File: src/rtl/pipe_stage_buf.sv
// Parametrised inter-stage pipeline register with valid/ready handshake,
// stall, flush and bubble support, and an optional 2-entry skid buffer.
module pipe_stage_buf #(
  parameter int                CTRL_W  = 9,
  parameter int                DATA_W  = 148,
  parameter bit                SKID    = 1'b1,
  parameter logic [DATA_W-1:0] RST_VAL = '0
) (
  input  logic              clk,
  input  logic              reset_n,
  input  logic              in_valid,
  output logic              in_ready,
  input  logic [CTRL_W-1:0] in_ctrl,
  input  logic [DATA_W-1:0] in_data,
  input  logic              bubble,
  input  logic              flush,
  output logic              out_valid,
  input  logic              out_ready,
  output logic [CTRL_W-1:0] out_ctrl,
  output logic [DATA_W-1:0] out_data,
  output logic [1:0]        occupancy
);

  typedef enum logic [1:0] {
    EMPTY = 2'd0,
    ONE   = 2'd1,
    FULL  = 2'd2
  } state_t;

  state_t            state;
  state_t            state_next;
  logic [CTRL_W-1:0] main_ctrl;
  logic [DATA_W-1:0] main_data;
  logic [CTRL_W-1:0] skid_ctrl;
  logic [DATA_W-1:0] skid_data;
  logic [CTRL_W-1:0] ctrl_eff;
  logic              in_xfer;
  logic              out_xfer;
  logic              load_main;
  logic              load_skid;
  logic              skid_to_main;

  assign ctrl_eff  = bubble ? '0 : in_ctrl;
  assign out_valid = (state != EMPTY);
  assign in_xfer   = in_valid & in_ready;
  assign out_xfer  = out_valid & out_ready;
  assign out_ctrl  = out_valid ? main_ctrl : '0;
  assign out_data  = main_data;

  always_comb begin
    occupancy = 2'd0;
    case (state)
      ONE:     occupancy = 2'd1;
      FULL:    occupancy = 2'd2;
      default: occupancy = 2'd0;
    endcase
  end

  // With the skid entry, in_ready comes straight from a flop that predicts
  // whether the skid slot will be free; without it we fall back to the
  // legacy combinational rule through out_ready.
  generate
    if (SKID) begin : g_skid
      logic ready_q;
      always_ff @(posedge clk or negedge reset_n) begin
        if (!reset_n) begin
          ready_q <= 1'b1;
        end else begin
          ready_q <= (state_next != FULL);
        end
      end
      assign in_ready = ready_q;
    end else begin : g_single
      assign in_ready = (state == EMPTY) | out_ready;
    end
  endgenerate

  always_ff @(posedge clk or negedge reset_n) begin
    if (!reset_n) begin
      state <= EMPTY;
    end else begin
      state <= state_next;
    end
  end

  always_comb begin
    state_next   = state;
    load_main    = 1'b0;
    load_skid    = 1'b0;
    skid_to_main = 1'b0;
    if (flush) begin
      state_next = EMPTY;
    end else begin
      case (state)
        EMPTY: begin
          if (in_xfer) begin
            state_next = ONE;
            load_main  = 1'b1;
          end
        end
        ONE: begin
          if (in_xfer && out_xfer) begin
            load_main = 1'b1;
          end else if (in_xfer) begin
            state_next = FULL;
            load_skid  = 1'b1;
          end else if (out_xfer) begin
            state_next = EMPTY;
          end
        end
        FULL: begin
          if (out_xfer) begin
            state_next   = ONE;
            skid_to_main = 1'b1;
          end
        end
        default: state_next = EMPTY;
      endcase
    end
  end

  // Main data is left untouched on a plain drain so out_data holds its value.
  always_ff @(posedge clk or negedge reset_n) begin
    if (!reset_n) begin
      main_ctrl <= '0;
      main_data <= RST_VAL;
      skid_ctrl <= '0;
      skid_data <= RST_VAL;
    end else if (flush) begin
      main_ctrl <= '0;
      main_data <= RST_VAL;
      skid_ctrl <= '0;
      skid_data <= RST_VAL;
    end else begin
      if (load_main) begin
        main_ctrl <= ctrl_eff;
        main_data <= in_data;
      end else if (skid_to_main) begin
        main_ctrl <= skid_ctrl;
        main_data <= skid_data;
      end
      if (load_skid) begin
        skid_ctrl <= ctrl_eff;
        skid_data <= in_data;
      end
    end
  end

endmodule
File: config.mk
export PLATFORM = sky130hd
export DESIGN_NAME = pipe_stage_buf
export DESIGN_NICKNAME = d
export VERILOG_FILES = /design/src/rtl/pipe_stage_buf.sv
export SDC_FILE = /design/constraint.sdc
export NUM_CORES = 1
export LEC_CHECK = 0
export ABC_AREA = 1
export CAP_MARGIN = 0
export CORE_MARGIN = 2
export CORE_UTILIZATION = 25
export DETAILED_ROUTE_END_ITERATION = 6
export GPL_ROUTABILITY_DRIVEN = 0
export HOLD_SLACK_MARGIN = 0.03
export SKIP_CTS_REPAIR_TIMING = 1
export SLEW_MARGIN = 30
export SYNTH_ARGS = -nofsm -noshare
export SYNTH_HDL_FRONTEND = slang
export SYNTH_SLANG_ARGS = --single-unit
File: constraint.sdc
create_clock -name clk -period 3.3 [get_ports clk]
set_input_delay 0.33 -clock clk [delete_from_list [all_inputs] [get_ports clk]]
set_output_delay 0.33 -clock clk [all_outputs]
set_load 0.01 [all_outputs]
==> out/qor.csv, run 1 <==
stage,metric,value,unit
sta,finClkSkew,0.01642,ns
synth,synth_nets,2193,
die,die_w,249.9,um
outcome,status,"finished, final reports clean",
layout,synthToLayoutAreaGrowth,35.53,%
die,chipHeight,249.9,um
power,power.share.sequential,0.417,
synth,synthesis.yosys.warnings,0,
drt,drt_first_iter_violations,761,
critical_path,path_common_cell,sky130_fd_sc_hd__nor2_1,
global_route,globalRouteOverflowTotal,0,
clock_tree,cts_made_buffers,40,
worst_hold_path,hold_path_class,primary input to asynchronous set/reset pin,
global_route,grtUsageTotal,0.1450,
critical_path,worst-setup-path-type,flip-flop to output port,
critical_path,crit_arrival,2.19,ns
sta,rsz0062_at_grt,no,
drt,first_pass_iters,5,
synth,postSynthAreaPerCell,7.449,um2
synth,ys_dominant_reg_cell,sky130_fd_sc_hd__dfrtp_1,
sta,max_slew_margin,0.4182,
global_route,largest_net_degree_at_the_start_of_global_routing,156,
critical_path,slowest_stage,sky130_fd_sc_hd__clkdlybuf4s50_1,
power,clock_power_share,0.433,
place,buffer_ports.inserted,323,
synth,async_reset_ff_frac,1.000,
layout,final_net_count,2464,
die,pin_count,324,
synth,post_synthesis_instance_area,15120,um2
critical_path,crit_path_cell_trace,nor2_1 -> nor2_1 -> clkdlybuf4s50_1,
clock_tree,cts.clk_slew.worst_paths,0.06,ns
flow_run,drv_cap,0,
layout,fillers,6349,
power,peakVddDrop,0.0002889,V
power,power_switching_share,0.2674,
power,cellPowerDensity,484.6,nW/um2
clock_tree,library_cell_used_as_clock_root_buffer,sky130_fd_sc_hd__clkbuf_16,
global_route,number_of_antenna_violations_at_the_first_check_in_global_routing,0,
die,placementRows,90,
critical_path,cp_data_required_time,2.97,ns
drt,wirelength,45650,um
synth,post-synth-top-area-cell,sky130_fd_sc_hd__dfrtp_1,
power,share_comb_of_total_power,0.150,
clock_tree,clock_tree_from_tritoncts,yes,
synth,synth_area_leaders,"sky130_fd_sc_hd__dfrtp_1 52%, sky130_fd_sc_hd__nand2_1 20%, sky130_fd_sc_hd__inv_1 11%",
sta,timing_worst_slew_pin_value,0.8728,ns
drt,route.vias.total,13090,
synth,synthesis.instances,2030,
sta,report.final.hold_viol_count,0,
clock_tree,clock_tree.htree_level_count,2,
sta,fmax,0.3970,GHz
layout,antennaDiodeCount,0,
place,placed_area,19210,um2
clock_tree,clk-insertion-delay-late,0.55,ns
place,place_hpwl,28260,um
synth,post_synthesis_cell_type_count,20,
power,switching_power,2.655,mW
sta,finalCritPeriodShare,0.7634,
sta,fin_setup_tns,0,ns
drt,route.detailed.vias_per_inst,4.203,
drt,post-route-drc-count,0,
clock_tree,numClockSinks,317,
global_route,grt_first_pass_wirelength,72900,um
synth,yosys.cell_count.top_type,sky130_fd_sc_hd__nand2_1,
drt,route.antenna.remaining_nets,0,
layout,drive_above_1_share,0.04076,
die,floorplan.die_area,62470,um2
critical_path,crit_path_start_kind,flip-flop,
sta,finalSetupViolCount,0,
synth,synthDominantCellAreaShare,0.5229,
die,initial_core_util,0.2515,
synth,synth_seq_area_share,0.5247,
power,power_leakage,11.21,nW
drt,drt-wirelength-per-cell,14.66,um
critical_path,maximum_single_stage_delay_on_the_critical_path,0.63,ns
die,core-area,60130,um2
clock_tree,clockBufferDepth,3,
synth,ys_ff_latch,317,
global_route,grt_pass1_vias,12700,
synth,synth-edff-count,0,
layout,design_area,20490,um2
power,intPower,7.276,mW
synth,synth_common_cells,"801 x sky130_fd_sc_hd__nand2_1, 424 x sky130_fd_sc_hd__inv_1, 316 x sky130_fd_sc_hd__dfrtp_1",
sta,max_slew_violation_total_from_the_final_report,0,
critical_path,worstSetupEndpointType,output port,
sta,period_needed,2.519,ns
critical_path,critical_path_peak_fanout,4,
[flip-flops by register name (all words and copies together) (netlist names)]
| name | count |
|---|---|
| in_ready | 1 |
| main_ctrl | 9 |
| out_data | 148 |
| skid_ctrl | 9 |
| skid_data | 148 |
| state | 2 |
[power by group through the flow]
stage / registers (mW) / logic [mW] / clock network (mW)
after floorplan: 4.25 / 0.676 / 0
after global placement: 4.21 / 1.51 / 0
after detailed placement: 4.21 / 1.51 / 0
after CTS: 4.14 / 1.52 / 4.47
after global routing: 4.16 / 1.68 / 4.62
final: 4.14 / 1.49 / 4.30
[placed cells by master, fill, tap and decap left out, types with 5 or more instances in the layout]
master,instances
sky130_fd_sc_hd__nand4_1,26
sky130_fd_sc_hd__clkbuf_1,16
sky130_fd_sc_hd__nand2_1,800
sky130_fd_sc_hd__nand3_1,160
sky130_fd_sc_hd__inv_1,423
sky130_fd_sc_hd__clkbuf_8,6
sky130_fd_sc_hd__buf_4,14
sky130_fd_sc_hd__o22ai_1,131
sky130_fd_sc_hd__clkdlybuf4s50_1,322
sky130_fd_sc_hd__clkbuf_16,41
sky130_fd_sc_hd__clkinv_2,5
sky130_fd_sc_hd__nor2_1,12
sky130_fd_sc_hd__buf_12,14
sky130_fd_sc_hd__o21ai_0,26
sky130_fd_sc_hd__dfrtp_1,316
[critical path: cells and delay by family, from the launching register on]
kind                   cells  cell delay, ns
AND/OR/NAND/NOR            2            0.53
buffers and inverters      1            0.63
flip-flops                 1            0.47
[stage by stage]
stage / hold WS [ns] / instances / util / worst slack [ns] / power [mW]
2_1_floorplan: 0.03441 / 2030 / - / 1.512 / 4.926
3_3_place_gp: 0.3126 / 3040 / 0.3195 / 0.6650 / 5.717
3_5_place_dp: 0.3116 / 3040 / 0.3195 / 0.6194 / 5.723
4_1_cts: -0.2905 / 3112 / 0.3407 / 0.6865 / 10.13
5_1_grt: 0.3350 / 3113 / 0.3408 / 0.6612 / 10.45
6_report: 0.3240 / 3113 / 0.3408 / 0.7809 / 9.931
[logic make-up after synthesis]
family	synth area share
buffers and inverters	0.1442
AOI/OAI and AO/OA	0.06379
DFF	0.5247
and+or+nand+nor	0.2673
[final cells by class]
cell class	count	area [um2]	area share
multi-input combinational	1163	5075	0.2476
sequential	317	7934	0.3871
inverter	427	1603	0.07821
tap	782	978.4	0.04774
clock inverter	9	102.6	0.005006
clock buffer	63	1169	0.05702
timing repair buffer	352	3633	0.1773
[metal layers]
layer / share of wire / routed length [um] / GRT usage
met1: 0.47 / 21420 / 0.1967
met2: 0.45 / 20670 / 0.2287
met3: 0.059 / 2716 / 0.04047
met4: 0.019 / 851 / 0.03439
met5: 0 / 0 / 0
[worst paths after layout]
| check | startpoint | endpoint | cells past startpoint | slack, ns |
|---|---|---|---|---|
| max | state[0] | out_ctrl[3] | 3 | 0.78 |
| min | reset_n | out_data[68] | 2 | 0.32 |
| max reg2reg | in_ready | out_data[105] | 7 | 0.95 |
| min reg2reg | out_data[55] | out_data[55] | 2 | 0.47 |
| max in group asynchronous | reset_n | skid_data[6] | 3 | 2.09 |
| min in group clk | in_data[141] | skid_data[141] | 3 | 0.37 |
Power figures use the tool's default switching activity.
==> inputs of run 2 (changes only) <==
Clock period 3.3 ns to 2.1 ns, I/O delays scaled along.
==> out/qor.csv, run 2 (same netlist as run 1, synthesis figures left out) <==
stage,metric,value,unit,change
outcome,status,"finished, final reports clean",,
global_route,largest_net_degree_at_the_start_of_global_routing,87,,-44%
clock_tree,clock_tree.htree_level_count,2,,unchanged
clock_tree,clk-insertion-delay-late,0.55,ns,about the same
power,peakVddDrop,0.0004265,V,+48%
global_route,grtUsageTotal,0.1499,,+0.004950
die,placementRows,90,,unchanged
critical_path,cp_data_required_time,2.58,ns,-0.39 ns
global_route,globalRouteOverflowTotal,0,,unchanged
global_route,grt_first_pass_wirelength,75200,um,+3.2%
layout,final_common_cell,sky130_fd_sc_hd__nand2_1,,
layout,final_net_count,2493,,+1.2%
layout,fillers,6308,,-0.65%
worst_hold_path,hold_path_class,primary input to flip-flop,,
drt,drt_first_iter_violations,690,,-9.3%
critical_path,worst-setup-path-type,flip-flop to flip-flop,,
power,power_leakage,11.71,nW,+4.5%
critical_path,crit_path_start_kind,flip-flop,,
die,core-area,60130,um2,unchanged
layout,drive_above_1_share,0.05772,,+0.01697
sta,timing_worst_slew_pin_value,0.6236,ns,-0.2491 ns
critical_path,crit_arrival,2.36,ns,+0.17 ns
drt,route.detailed.vias_per_inst,4.282,,+1.9%
power,cellPowerDensity,766.8,nW/um2,+58%
drt,drt-wirelength-per-cell,14.89,um,+1.6%
clock_tree,cts.clk_slew.worst_paths,0.06,ns,about the same
place,numPlacedInstances,3071,,+1.0%
critical_path,critical_path_peak_fanout,69,,+65
layout,layout.cells.most_common_list,"800 x sky130_fd_sc_hd__nand2_1, 423 x sky130_fd_sc_hd__inv_1, 315 x sky130_fd_sc_hd__dfrtp_1",,
place,placed_area,19670,um2,+2.4%
die,pin_count,324,,unchanged
clock_tree,clockBufferDepth,3,,unchanged
sta,rsz0062_at_grt,no,,
clock_tree,library_cell_used_as_clock_root_buffer,sky130_fd_sc_hd__clkbuf_16,,
sta,period_needed,1.884,ns,
sta,finalSetupViolCount,0,,unchanged
global_route,number_of_antenna_violations_at_the_first_check_in_global_routing,1,,+1
global_route,grt_pass1_vias,13270,,+4.5%
die,initial_core_util,0.2515,,unchanged
critical_path,worstSetupEndpointType,flip-flop,,
sta,fin_hold_ws,0.2429,ns,-0.08110 ns
drt,wirelength,46750,um,+2.4%
layout,layout.cells.non_filler,3139,,+0.84%
drt,first_pass_iters,5,,unchanged
sta,max_slew_violation_total_from_the_final_report,0,,unchanged
drt,post-route-drc-count,0,,unchanged
drt,route.antenna.remaining_nets,0,,unchanged
layout,design_area,21100,um2,+2.9%
flow_run,drv_cap,0,,unchanged
clock_tree,clock_tree_from_tritoncts,yes,,
sta,finClkSkew,0.01767,ns,+0.001254 ns
die,die_w,249.9,um,unchanged
clock_tree,numClockSinks,317,,unchanged
die,floorplan.die_area,62470,um2,unchanged
place,place_hpwl,30110,um,+6.5%
sta,report.final.hold_viol_count,0,,unchanged
sta,finalCritPeriodShare,0.8972,,
sta,max_slew_margin,0.5842,,+0.1661
sta,fmax,0.5307,GHz,
place,buffer_ports.inserted,323,,unchanged
clock_tree,cts_made_buffers,38,,-5.0%
layout,synthToLayoutAreaGrowth,39.53,%,
drt,route.vias.total,13440,,+2.7%
die,chipHeight,249.9,um,unchanged
## run 2: area by class of cell
type | count | area, um2 | share of cell area
Antenna cell | 1 | 2.502 | 0.0001186
Tap cell | 782 | 978.4 | 0.04637
Inverter | 427 | 1603 | 0.07597
Clock buffer | 54 | 1162 | 0.05509
Clock inverter | 12 | 214.0 | 0.01014
Multi-Input combinational cell | 1163 | 5082 | 0.2409
Sequential cell | 317 | 7935 | 0.3761
Timing Repair Buffer | 383 | 4121 | 0.1953
## run 2: report_power, final
group | internal (mW) | switching, mW
clock network | 4.47 | 2.73
logic | 1.10 | 1.37
registers | 6.37 | 0.144
## run 2: per-layer routing
metal | global-route usage | vias to the layer above | wire [um]
li1 | - | 6719 | -
met1 | 0.2012 | 6344 | 21440
met2 | 0.2376 | 321 | 21330
met3 | 0.04015 | 57 | 2939
met4 | 0.04157 | 0 | 1044
met5 | 0 | - | 0
## run 2: final timing paths
| path | from | endpoint | slack [ns] | cells after the start |
|---|---|---|---|---|
| worst max-delay path | in_ready | out_data[105] | 0.22 | 7 |
| worst min-delay path | in_data[54] | skid_data[54] | 0.24 | 3 |
| worst max register to register | in_ready | out_data[105] | 0.22 | 7 |
| worst min register to register | out_data[89] | out_data[89] | 0.48 | 2 |
| max in group asynchronous | reset_n | out_data[94] | 1.14 | 3 |
| min in group asynchronous | reset_n | out_data[68] | 0.25 | 2 |
## run 2: critical path: stages, from the launching register on
cell and delay (ns):
sky130_fd_sc_hd__dfstp_2 0.55, sky130_fd_sc_hd__nand2_1 0.10, sky130_fd_sc_hd__nor2_4 0.26, sky130_fd_sc_hd__nand2_8 0.11
sky130_fd_sc_hd__a21oi_4 0.21, sky130_fd_sc_hd__buf_12 0.34, sky130_fd_sc_hd__nand2_1 0.11, sky130_fd_sc_hd__nand2_1 0.07
## run 2: metrics by stage
step,utilization,power (mW),TNS [ns],worst slack (ns)
6_report,0.3509,16.18,0,0.2158
3_3_place_gp,0.3271,9.117,0,0.1071
3_5_place_dp,0.3271,9.123,0,0.09438
4_1_cts,0.3500,16.46,-1.915,-0.2578
5_1_grt,0.3509,16.98,0,0.09700
2_1_floorplan,-,7.741,0,0.3124
